<file path="config.mk">
export PLATFORM = sky130hd
export DESIGN_NAME = mem_stage
export DESIGN_NICKNAME = d
export VERILOG_FILES = /design/src/rtl/mem_stage_pkg.sv /design/src/rtl/mem_extend.sv /design/src/rtl/mem_stage.sv
export SDC_FILE = /design/constraint.sdc
export NUM_CORES = 1
export LEC_CHECK = 0
export CORE_AREA = 2 2 192 194
export CTS_CLUSTER_SIZE = 10
export DETAILED_ROUTE_END_ITERATION = 6
export DIE_AREA = 0 0 194 196
export GPL_ROUTABILITY_DRIVEN = 0
export HOLD_SLACK_MARGIN = 0.08
export PLACE_DENSITY = 0.74
export SYNTH_ARGS = -nofsm -noshare
export SYNTH_HDL_FRONTEND = slang
export SYNTH_HIERARCHICAL = 1
export SYNTH_SLANG_ARGS = --single-unit
</file>
<file path="constraint.sdc">
create_clock -name clk -period 3 [get_ports clk]
set_clock_uncertainty 0.1 [all_clocks]
set_input_delay 0.45 -clock clk [delete_from_list [all_inputs] [get_ports clk]]
set_output_delay 0.45 -clock clk [all_outputs]
set_load 0.05 [all_outputs]
</file>
<file path="src/rtl/mem_stage_pkg.sv">
// Shared types for the memory-access stage: pipeline bundles, data-bus structs, size codes and op helpers.
// MEM_MISALIGN_CHECK_EN adds a misalign flag to mem_data_t.
package mem_stage_pkg;

  localparam int ADDR_W = 64;
  localparam int DATA_W = 64;
  localparam int NBYTES = DATA_W / 8;

  typedef enum logic [1:0] {
    MSIZE1 = 2'd0,
    MSIZE2 = 2'd1,
    MSIZE4 = 2'd2,
    MSIZE8 = 2'd3
  } msize_t;

  typedef enum logic [3:0] {
    MEM_NONE, MEM_LB, MEM_LH, MEM_LW, MEM_LD, MEM_LBU, MEM_LHU, MEM_LWU,
    MEM_SB, MEM_SH, MEM_SW, MEM_SD
  } mem_op_t;

  typedef struct packed {
    logic    regwrite;
    mem_op_t memop;
  } ctl_t;

  typedef struct packed {
    logic [ADDR_W-1:0] aluout;
    logic [DATA_W-1:0] rd;
    ctl_t              ctl;
    logic [4:0]        dst;
    logic [31:0]       instr;
  } exec_data_t;

  typedef struct packed {
    logic              valid;
    logic [ADDR_W-1:0] addr;
    msize_t            size;
    logic [NBYTES-1:0] strobe;
    logic [DATA_W-1:0] data;
  } dbus_req_t;

  typedef struct packed {
    logic              addr_ok;
    logic              data_ok;
    logic [DATA_W-1:0] data;
  } dbus_resp_t;

  typedef struct packed {
`ifdef MEM_MISALIGN_CHECK_EN
    logic              misalign;
`endif
    ctl_t              ctl;
    logic [4:0]        dst;
    logic [31:0]       instr;
    logic [DATA_W-1:0] result;
  } mem_data_t;

  function automatic logic is_load(mem_op_t op);
    return op inside {MEM_LB, MEM_LH, MEM_LW, MEM_LD, MEM_LBU, MEM_LHU, MEM_LWU};
  endfunction

  function automatic logic is_store(mem_op_t op);
    return op inside {MEM_SB, MEM_SH, MEM_SW, MEM_SD};
  endfunction

  function automatic logic op_unsigned(mem_op_t op);
    return op inside {MEM_LBU, MEM_LHU, MEM_LWU};
  endfunction

  function automatic msize_t op_size(mem_op_t op);
    msize_t s;
    s = MSIZE8;
    case (op)
      MEM_LB, MEM_LBU, MEM_SB: s = MSIZE1;
      MEM_LH, MEM_LHU, MEM_SH: s = MSIZE2;
      MEM_LW, MEM_LWU, MEM_SW: s = MSIZE4;
      default:                 s = MSIZE8;
    endcase
    return s;
  endfunction

  function automatic logic [NBYTES-1:0] base_strobe(msize_t s);
    logic [NBYTES-1:0] b;
    b = '1;
    case (s)
      MSIZE1:  b = 8'h01;
      MSIZE2:  b = 8'h03;
      MSIZE4:  b = 8'h0F;
      default: b = 8'hFF;
    endcase
    return b;
  endfunction

  function automatic logic misaligned(msize_t s, logic [2:0] off);
    logic m;
    m = 1'b0;
    case (s)
      MSIZE2:  m = off[0];
      MSIZE4:  m = |off[1:0];
      MSIZE8:  m = |off;
      default: m = 1'b0;
    endcase
    return m;
  endfunction

endpackage

</file>
<file path="src/rtl/mem_extend.sv">
// Load data aligner: shifts the addressed bytes down to bit 0, then sign- or zero-extends by size.
import mem_stage_pkg::*;

module mem_extend (
  input  logic [DATA_W-1:0] i_data,
  input  logic [2:0]        i_off,
  input  msize_t            i_size,
  input  logic              i_unsigned,
  output logic [DATA_W-1:0] o_data
);

  logic [DATA_W-1:0] w_raw;

  assign w_raw = i_data >> {i_off, 3'b000};

  always_comb begin
    o_data = w_raw;
    case (i_size)
      MSIZE1:  o_data = {{56{~i_unsigned & w_raw[7]}},  w_raw[7:0]};
      MSIZE2:  o_data = {{48{~i_unsigned & w_raw[15]}}, w_raw[15:0]};
      MSIZE4:  o_data = {{32{~i_unsigned & w_raw[31]}}, w_raw[31:0]};
      default: o_data = w_raw;
    endcase
  end

endmodule

</file>
<file path="src/rtl/mem_stage.sv">
// Memory-access stage: passes ALU results through, runs dbus handshakes for loads/stores.
// MEM_MISALIGN_CHECK_EN short-circuits misaligned accesses with a flagged result instead of a bus request.
import mem_stage_pkg::*;

module mem_stage (
  input  logic       clk,
  input  logic       reset,
  input  logic       in_valid,
  output logic       in_ready,
  input  exec_data_t dataE,
  output dbus_req_t  dreq,
  input  dbus_resp_t dresp,
  output logic       out_valid,
  input  logic       out_ready,
  output mem_data_t  dataM
);

  typedef enum logic {IDLE, REQ} state_t;

  state_t            r_state, w_state_nxt;
  logic              r_out_valid;
  mem_data_t         r_out;
  logic [ADDR_W-1:0] r_addr;
  msize_t            r_size;
  logic [NBYTES-1:0] r_strobe;
  logic [DATA_W-1:0] r_wdata;
  mem_op_t           r_op;
  ctl_t              r_ctl;
  logic [4:0]        r_dst;
  logic [31:0]       r_instr;

  logic              w_accept, w_is_mem, w_misalign, w_done, w_req_valid;
  msize_t            w_size_e;
  logic [2:0]        w_off_e;
  logic [DATA_W-1:0] w_ld_data;
  logic              w_ld_unsigned;
  logic              w_unused;

  assign w_unused = dresp.addr_ok;
  assign w_is_mem = (dataE.ctl.memop != MEM_NONE);
  assign w_size_e = op_size(dataE.ctl.memop);
  assign w_off_e  = dataE.aluout[2:0];
  assign w_accept = in_valid && in_ready;
  assign w_done   = (r_state == REQ) && dresp.data_ok;

`ifdef MEM_MISALIGN_CHECK_EN
  assign w_misalign = w_is_mem && misaligned(w_size_e, w_off_e);
`else
  assign w_misalign = 1'b0;
`endif

  always_ff @(posedge clk) begin
    if (reset) r_state <= IDLE;
    else       r_state <= w_state_nxt;
  end

  always_comb begin
    w_state_nxt = r_state;
    in_ready    = 1'b0;
    w_req_valid = 1'b0;
    case (r_state)
      IDLE: begin
        in_ready = !r_out_valid || out_ready;
        if (w_accept && w_is_mem && !w_misalign) w_state_nxt = REQ;
      end
      REQ: begin
        w_req_valid = 1'b1;
        if (dresp.data_ok) w_state_nxt = IDLE;
      end
      default: w_state_nxt = IDLE;
    endcase
  end

  assign w_ld_unsigned = op_unsigned(r_op);

  mem_extend u_extend (
    .i_data     (dresp.data),
    .i_off      (r_addr[2:0]),
    .i_size     (r_size),
    .i_unsigned (w_ld_unsigned),
    .o_data     (w_ld_data)
  );

  always_ff @(posedge clk) begin
    if (reset) begin
      r_out_valid <= 1'b0;
      r_out       <= '0;
      r_addr      <= '0;
      r_size      <= MSIZE1;
      r_strobe    <= '0;
      r_wdata     <= '0;
      r_op        <= MEM_NONE;
      r_ctl       <= '0;
      r_dst       <= '0;
      r_instr     <= '0;
    end else begin
      if (r_out_valid && out_ready) r_out_valid <= 1'b0;
      if (w_accept) begin
        if (!w_is_mem || w_misalign) begin
          r_out.ctl    <= dataE.ctl;
          r_out.dst    <= dataE.dst;
          r_out.instr  <= dataE.instr;
          r_out.result <= dataE.aluout;
`ifdef MEM_MISALIGN_CHECK_EN
          r_out.misalign <= w_misalign;
`endif
          r_out_valid  <= 1'b1;
        end else begin
          // Bus fields are fixed here so they stay stable for the whole request.
          r_addr   <= dataE.aluout;
          r_size   <= w_size_e;
          r_strobe <= is_store(dataE.ctl.memop) ? (base_strobe(w_size_e) << w_off_e) : '0;
          r_wdata  <= dataE.rd << {w_off_e, 3'b000};
          r_op     <= dataE.ctl.memop;
          r_ctl    <= dataE.ctl;
          r_dst    <= dataE.dst;
          r_instr  <= dataE.instr;
        end
      end
      if (w_done) begin
        r_out.ctl    <= r_ctl;
        r_out.dst    <= r_dst;
        r_out.instr  <= r_instr;
        r_out.result <= is_load(r_op) ? w_ld_data : '0;
`ifdef MEM_MISALIGN_CHECK_EN
        r_out.misalign <= 1'b0;
`endif
        r_out_valid  <= 1'b1;
      end
    end
  end

  always_comb begin
    dreq        = '0;
    dreq.valid  = w_req_valid;
    dreq.addr   = r_addr;
    dreq.size   = r_size;
    dreq.strobe = r_strobe;
    dreq.data   = r_wdata;
  end

  assign out_valid = r_out_valid;
  assign dataM     = r_out;

endmodule

</file>
# Word-level counts from Yosys, hierarchy flattened
# Memories as Yosys holds them, arrays and structs flattened.
# Cells that the tools add are included.
[classes] div=0 n_mux=19 shifts=3 bitwise=5 addsub=0 n_lt_le_gt_ge=0 n_mul=0 reduce_logical=15 eq_ne=16
[op_table] operator="two-way mux 106 bit" n=3
[op_table] operator="case mux 64 bit (3 select lines)" n=1
[op_table] operator="two-way mux 64 bit" n=1
[op_table] operator="<< shifter 64 x 6 -> 64 bit" n=1
[op_table] operator="right shift 64 x 6 -> 64 bit" n=1
[op_table] operator="two-way mux 8 bit" n=4
[op_table] operator="case mux 8 bit (3 select lines)" n=1
[op_table] operator="equality test 4 x 3 -> 1 bit (second input constant)" n=4
[op_table] operator="equality test 4 bit (second input constant)" n=4
[op_table] operator="equality test 4 x 2 -> 1 bit (second input constant)" n=2
[op_table] operator="two-way mux 1 bit" n=8
[op_table] operator="nonzero test 4 bit" n=2
[op_table] operator="<< shifter 8 x 3 -> 8 bit" n=1
[op_table] operator="nonzero test 7 bit" n=1
[op_table] operator="equality test 2 x 1 -> 1 bit (second input constant)" n=2
[op_table] operator="equality test 2 bit (second input constant)" n=2
[op_table] operator="equality test 4 x 1 -> 1 bit (second input constant)" n=1
[op_table] operator="logical AND 1 bit" n=4
[op_table] operator="logical NOT 2 bit" n=2
[op_table] operator="AND reduction 2 bit" n=2
[op_table] operator="AND 1 bit" n=3
[op_table] operator="nonzero test 3 bit" n=1
[op_table] operator="inequality test 2 x 1 -> 1 bit (second input constant)" n=1
[op_table] operator="inverter 1 bit" n=2
[op_table] operator="other kinds (4)" n=4
[totals] output_inout_bits=247 latchBits=0 regBits=288 word_cells=74 memories=1 in_bits=240 ram_bits=0 rom_bits=32
[mem_list] memory="(no name shown)" words=16 word_bits=2 read_ports=1 rd_clocked_by_memory_dff=0 wr=0 line="mem_stage_pkg.sv:73" text="case (op)"

# Longest topological paths before layout
# Gate-level depths: netlist (run 1).
[depth] word_depth=8 ltp_mapped=10 ltp_nobuf=7

# Hierarchy
# Netlist (run 1), hierarchy kept.
[by_module_without_submodules] module="mem_stage" area_per_inst_um2=12509.5 seq_area_each_um2=5765.5 instances=1 cells_per_inst=1530
[by_module_without_submodules] module="mem_extend" area_per_inst_um2=2299.7 seq_area_each_um2=0.0 instances=1 cells_per_inst=264

# Least setup slack after synthesis (run 1)
# No wires, ideal clock.
[synth_path] path_kind="input to register" start="in dataE[37] (netlist bit)" end="reg r_strobe[4]" path_buffers=2 slack_ns=0.809 arrival_time_ns=2.004 required_ns=2.814 setup_time_ns=0.086 cell_stages=9 path_cell_list="inv_1 > ha_1 > nor3b_1 > or3_1 > clkbuf_1 > buf_6 > a211oi_2 > o211ai_1 > a221oi_2"
[synth_via] elab_chain_cells=8 elab_cells_between_ends=17 cone_classes="eq/ne (6); shift (1); mux (5); reduce/logical (4); memory (1)"
[synth_rtl] item="start, declared" line="mem_stage.sv:10" text="input exec_data_t dataE,"
[synth_rtl] item="memory read (16 x 2 bit)"
[synth_rtl] item="equality test 2 bit, or another cell as far along" line="mem_stage_pkg.sv:85" text="case (s)"
[synth_rtl] item="case mux 8 bit (3 select lines)" line="mem_stage_pkg.sv:85"
[synth_rtl] item="two-way mux 8 bit" line="mem_stage.sv:99" text="if (!w_is_mem || w_misalign) begin"
[synth_rtl] item="two-way mux 8 bit" line="mem_stage.sv:98" text="if (w_accept) begin"
[synth_rtl] item="two-way mux 8 bit" line="mem_stage.sv:85" text="if (reset) begin"
[synth_rtl] item="<< shifter 8 x 3 -> 8 bit" line="mem_stage.sv:112" text="r_strobe <= is_store(dataE.ctl.memop) ? (base_strobe(w_size_e) << w_off_e) : '0;"
[synth_rtl] item="two-way mux 8 bit" line="mem_stage.sv:112"
[synth_rtl] item="end signal, assigned" line="mem_stage.sv:112"
[synth_rtl] item="end, declared" line="mem_stage.sv:25" text="logic [NBYTES-1:0] r_strobe;"
# Parallel ways exist; a longest one is shown, timed or not. The select of a mux whose other input is x is not followed.
# A chain may end at the register's enable or synchronous reset.

# Worst setup path after layout (run 1)
[layout_path] start="reg r_size[1]" end="out dreq[73] (netlist bit)"
[layout_rtl] item="start, declared" line="mem_stage.sv:24" text="msize_t r_size;"
[layout_rtl] item="start signal, assigned" line="mem_stage.sv:111" text="r_size <= w_size_e;"
[layout_rtl] item="end, declared" line="mem_stage.sv:11" text="output dbus_req_t dreq,"
# No word-level cell between the ends.

==> flow_summary.ini, run 1 <==
[finish]
layout_common_cells = clkdlybuf4s50_1, nand2_1, dfxtp_1
mostFrequentLayoutCell = clkdlybuf4s50_1
num-fill-cells = 3160
stdcell_area_um2 = 21000
finalNonFillerCells = 2669
drive_gt1_share_pct = 9.40
finalNetCount = 2436
n_antenna_cell = 0
syn2layout_area_growth_pct = 42.0

[yosys]
yosysWarnings = 6
synth_ff_type = dfxtp_1
syn_inst = 1794
synthDistinctLibCells = 58
muxShareOfSynthArea_pct = 14.3
yosysSeqAreaShare_pct = 38.9
syn_nets = 2038
synth-compound-area-share_pct = 20.8
synth_top_family_by_area = compound AO/OA/AOI/OAI gates
synth.top_cells.by_area = dfxtp_1, nand2_1, mux4_2
synthSimpleGateAreaFrac_pct = 19.7
synth_xor_area_share_pct = 0
synth_fa_ha_area_share_pct = 0.338
ys_seq_elements = 288
postSynthAreaPerCell_um2 = 8.25
synthArstFlopShare_pct = 0
yosysTopAreaCell = dfxtp_1
netlist.area_leader.share_pct = 38.9
syn-cell-area_um2 = 14800
synth-edff-count = 0

[critical_path]
r2r_slack_ns = 0.40
crit_buf_inv = 1
start_kind = flip-flop
slowest_stage = clkdlybuf4s50_1
worst_r2r_path_depth = 7
worstSetupPathType = flip-flop to primary output
cp.arrival_ns = 2.17
worstSetupEndpointType = primary output
path_cells = clkdlybuf4s50_1
r2r_end = dataM[11]$_SDFFE_PP0P_
cpLargestDelayFamily = buffers and inverters
cp.required_ns = 2.45
critPathMaxStageDelay_ns = 0.98
critPathMaxFanout = 12
r2r-start = r_addr[1]$_SDFFE_PP0P_

[detailed_routing]
routed_wl_um = 58100
vias = 15600
drtPass1Iterations = 5
viasPerCell = 5.86
avgRoutedWirePerCell_um = 21.8
initialDrtViolationCount = 1326
antenna_left = 0
route.detailed.drc = 0

[sta]
slew_headroom_pct = 28.7
setup_viol = 0
period_needed_ns = 2.72
fmaxAchievable_mhz = 368
tightest_slew_ns = 1.07
fin_crit_sh_pct = 90.6
finalSetupTns_ns = 0
rsz0062_at_grt = false
hold_viol = 0
slew_viol_final = 0
hold_ws_ns = 0.352

[placement]
place_area_um2 = 20000
dp.cells = 2622
portBuffers = 485
hpwlAfterDp_um = 42300

[die]
design.portCount = 487
die_w_um = 194
dieArea_um2 = 38000
row_count = 70
core_area_um2 = 36100
dieHeight_um = 196
start_util_pct = 41.0

[min_path]
hp-class = flip-flop to flip-flop
min_from = r_addr[55]$_SDFFE_PP0P_
hold_path_end = r_addr[55]$_SDFFE_PP0P_
hold_depth = 2

[outcome]
status = finished, final reports clean

[clocking]
cts_buffers = 36
clk_latency_ns = 0.52
post_cts_buffers = 0
clockBufferDepth = 3
cts_tree = built
clkTransAtPathRegs_ns = 0.05
cts_resized = 0
cts.sinks = 288
cts-root-buf = clkbuf_16
htree_levels = 2
postCtsHoldBufs = 0

[global_routing]
grt_pass1_wl_um = 88500
grt_pass1_vias = 15200
antenna_found_initial = 1
grt_usage_pct = 29.2
grt_max_degree = 189
gr-total-overflow = 0

[run]
maxCapViolations = 0

[pwr]
ir_drop_mv = 0.393
powerDensity_nw_per_um2 = 538
p_leak_nw = 7.35
-- cells in the mapped netlist (all sizes together), types with 16 or more instances --
cell type	n
a211oi	73
a21oi	139
a22oi	42
a311oi	40
buf	76
clkbuf	105
dfxtp	288
mux2	26
mux2i	59
mux4	55
nand2	396
nand3	53
nand4	26
nor2	174
o2111ai	16
o21ai	109
-- layout make-up --
| class | instances | area [um^2] | share of cell area [%] |
|---|---|---|---|
| inverter | 6 | 22.5 | 0.107 |
| clock buffer | 41 | 961 | 4.57 |
| tap | 468 | 586 | 2.78 |
| timing repair buffer | 541 | 5440 | 25.9 |
| clock inverter | 6 | 47.5 | 0.226 |
| multi-input combinational | 1319 | 8200 | 39.0 |
| sequential | 288 | 5770 | 27.4 |
-- layer usage --
metal	vias up	track usage, %	share of wire [%]
li1	7218	-	-
met1	7440	34.4	38
met2	837	50.0	49
met3	146	7.15	8.8
met4	2	13.7	4.6
met5	-	0	0.022
-- cells by family (layout without fill, tap and decap cells) --
| logic type | after synthesis | count (layout) |
|---|---|---|
| and+or+nand+nor | 700 | 700 |
| AOI/OAI and AO/OA | 475 | 475 |
| DFF | 288 | 288 |
| buffers and inverters | 187 | 594 |
| muxes | 140 | 140 |
| adders and majority gates | 4 | 4 |
-- where the power goes --
part	internal [W]	leakage, nW	switching (W)
combinational	0.00123	4.49	0.00196
sequential	0.00408	2.36	0.000165
clock	0.00226	0.498	0.00161
-- worst max path at each step --
| stage | startpoint | to | cells after the start |
|---|---|---|---|
| 4_1_cts | r_size[1]$_SDFFE_PP0P_ | dreq[73] | 1 |
| 3_5_place_dp | dataE[37] | dataM[99]$_SDFFE_PP0P_ | 10 |
| 2_1_floorplan | dataE[37] | r_strobe[4]$_SDFFE_PP0P_ | 9 |
| 3_3_place_gp | dataE[37] | r_wdata[23]$_SDFFE_PP0P_ | 8 |
| 5_1_grt | r_size[1]$_SDFFE_PP0P_ | dreq[73] | 1 |
| 6_report | r_size[1]$_SDFFE_PP0P_ | dreq[73] | 1 |
-- sequential cells by signal (all words and copies together) (netlist names) --
register / count
dataM: 106
r_size: 2
out_valid: 1
r_dst: 5
r_addr: 64
r_state: 1
r_strobe: 8
r_ctl: 5
r_wdata: 64
r_instr: 32
-- through the flow --
stage	total power (W)	util, %	setup slack [ns]
after floorplan	0.00624	-	0.809
after global placement	0.00743	55.5	0.164
after detailed placement	0.00749	55.5	0.113
after CTS	0.0114	58.3	0.265
after global routing	0.0117	58.3	0.194
final	0.0113	58.3	0.282
No activity file was read; power rests on OpenSTA's default activity.
==> inputs of run 2 (changes only) <==
- CTS_CLUSTER_SIZE: 10 -> 30
- GPL_TIMING_DRIVEN: not set -> 0
==> flow_summary.ini, run 2 (same netlist as run 1, synthesis figures left out) <==
[outcome]
status = finished, final reports clean

[clocking]
cts.sinks = 288
post_cts_buffers = 0
postCtsHoldBufs = 0
clockBufferDepth = 3
clk_latency_ns = 0.53
cts_buffers = 34
cts_tree = built
htree_levels = 2
clkTransAtPathRegs_ns = 0.06
cts-root-buf = clkbuf_16

[critical_path]
crit_path_frequent_cell = clkbuf_1
r2r-start = r_state$_SDFF_PP0_
r2r_end = dataM[94]$_SDFFE_PP0P_
critPathMaxFanout = 10
worstSetupPathType = primary input to flip-flop
worstSetupEndpointType = flip-flop
cp.arrival_ns = 3.27
path_cells = clkdlybuf4s50_1 > buf_1 > clkbuf_1 > clkbuf_1 > nor2_1
crit_start = reset
slowest_stage = buf_1
worst_r2r_path_depth = 6
cp.required_ns = 3.29
r2r_slack_ns = 0.32
critPathMaxStageDelay_ns = 0.80
start_kind = primary input
cp-endpoint = r_wdata[0]$_SDFFE_PP0P_

[sta]
fmaxAchievable_mhz = 336
rsz0062_at_grt = false
fin_crit_sh_pct = 99.3
worst_slack_ns = 0.0199
tightest_slew_ns = 1.07
setup_viol = 0
slew_viol_final = 0
slew_headroom_pct = 28.7
hold_viol = 0
period_needed_ns = 2.98
finalSetupTns_ns = 0

[pwr]
ir_drop_mv = 0.474
p_leak_nw = 7.53
powerDensity_nw_per_um2 = 555

[detailed_routing]
wl_met1_um = 24400
viasPerCell = 5.98
wl_met3_um = 6580
top_layer_used = met5
wl_met2_um = 30200
routed_wl_um = 65900
vias = 16800
avgRoutedWirePerCell_um = 23.5
antenna_left = 0
drtPass1Iterations = 7
route.detailed.drc = 0
initialDrtViolationCount = 1505

[global_routing]
gr-total-overflow = 0
antenna_found_initial = 4
grt_pass1_vias = 16300
grt_usage_pct = 33.2
grt_max_degree = 14
grt_pass1_wl_um = 98000

[finish]
finalNetCount = 2556
layout_common_cells = clkdlybuf4s50_1, nand2_1, dfxtp_1
num-fill-cells = 3225
drive_gt1_share_pct = 9.59
mostFrequentLayoutCell = clkdlybuf4s50_1
syn2layout_area_growth_pct = 44.8
largest_reg_flops = 106

[die]
row_count = 70
start_util_pct = 41.0
dieArea_um2 = 38000
die_w_um = 194
dieHeight_um = 196
design.portCount = 487
core_area_um2 = 36100

[min_path]
hp-class = primary input to flip-flop

[placement]
hpwlAfterDp_um = 51400
portBuffers = 482
pre_cts_ws_ns = -1.02

[run]
maxCapViolations = 0
-- run 2: worst max-delay path: cells and delay by family --
family	cells	cell delay (ns)
buf+inv	4	2.67
simple gates	1	0.11
-- run 2: per-stage QoR --
stage / total power, W / std cells / hold slack (ns) / utilization (%) / cell area [um^2]
after detailed placement: 0.00758 / 2744 / 0.344 / 56.0 / 20200
after global routing: 0.0123 / 2806 / 0.221 / 59.4 / 21400
after CTS: 0.0119 / 2804 / 0.180 / 59.3 / 21400
final: 0.0119 / 2808 / 0.210 / 59.4 / 21400
after floorplan: 0.00624 / 1794 / 0.337 / - / 14800
after global placement: 0.00754 / 2744 / 0.340 / 56.0 / 20200
-- run 2: cell type report --
class                           count  area [um^2]  share of cell area, %
Multi-Input combinational cell   1319         8200                   38.3
Sequential cell                   288         5770                   26.9
Timing Repair Buffer              482         4820                   22.5
Clock buffer                       48         1000                   4.69
Buffer                            181          867                   4.04
Tap cell                          468          586                   2.73
Clock inverter                     12          156                  0.730
Inverter                            6         22.5                  0.105
Antenna cell                        4         10.0                 0.0467
-- run 2: where the power goes --
part / internal (W) / switching [W] / leakage, nW
logic: 0.00124 / 0.00212 / 4.60
registers: 0.00408 / 0.000149 / 2.36
clock network: 0.00261 / 0.00171 / 0.575
-- run 2: worst min-delay path by stage --
stage	start	end	slack, ns	depth (start not counted)
after detailed placement	r_wdata[21]$_SDFFE_PP0P_	r_wdata[21]$_SDFFE_PP0P_	0.34	2
final	dresp[64]	dataM[65]$_SDFFE_PP0P_	0.21	3
after global routing	dresp[64]	dataM[65]$_SDFFE_PP0P_	0.22	3
after global placement	r_strobe[5]$_SDFFE_PP0P_	r_strobe[5]$_SDFFE_PP0P_	0.34	2
after floorplan	r_ctl[4]$_SDFFE_PP0P_	r_ctl[4]$_SDFFE_PP0P_	0.34	2
after CTS	dresp[64]	dataM[65]$_SDFFE_PP0P_	0.18	3
-- run 2: repair_timing --
item	4_1_cts	5_1_grt
setup endpoints to repair	154	141
hold endpoints to repair	0	0
resized for setup	6	14
-- run 2: routing by layer --
layer | track usage, % | up-vias
met5 | 0 | -
met4 | 20.9 | 4
met3 | 8.29 | 288
met2 | 54.3 | 1138
met1 | 39.2 | 7851
li1 | - | 7499
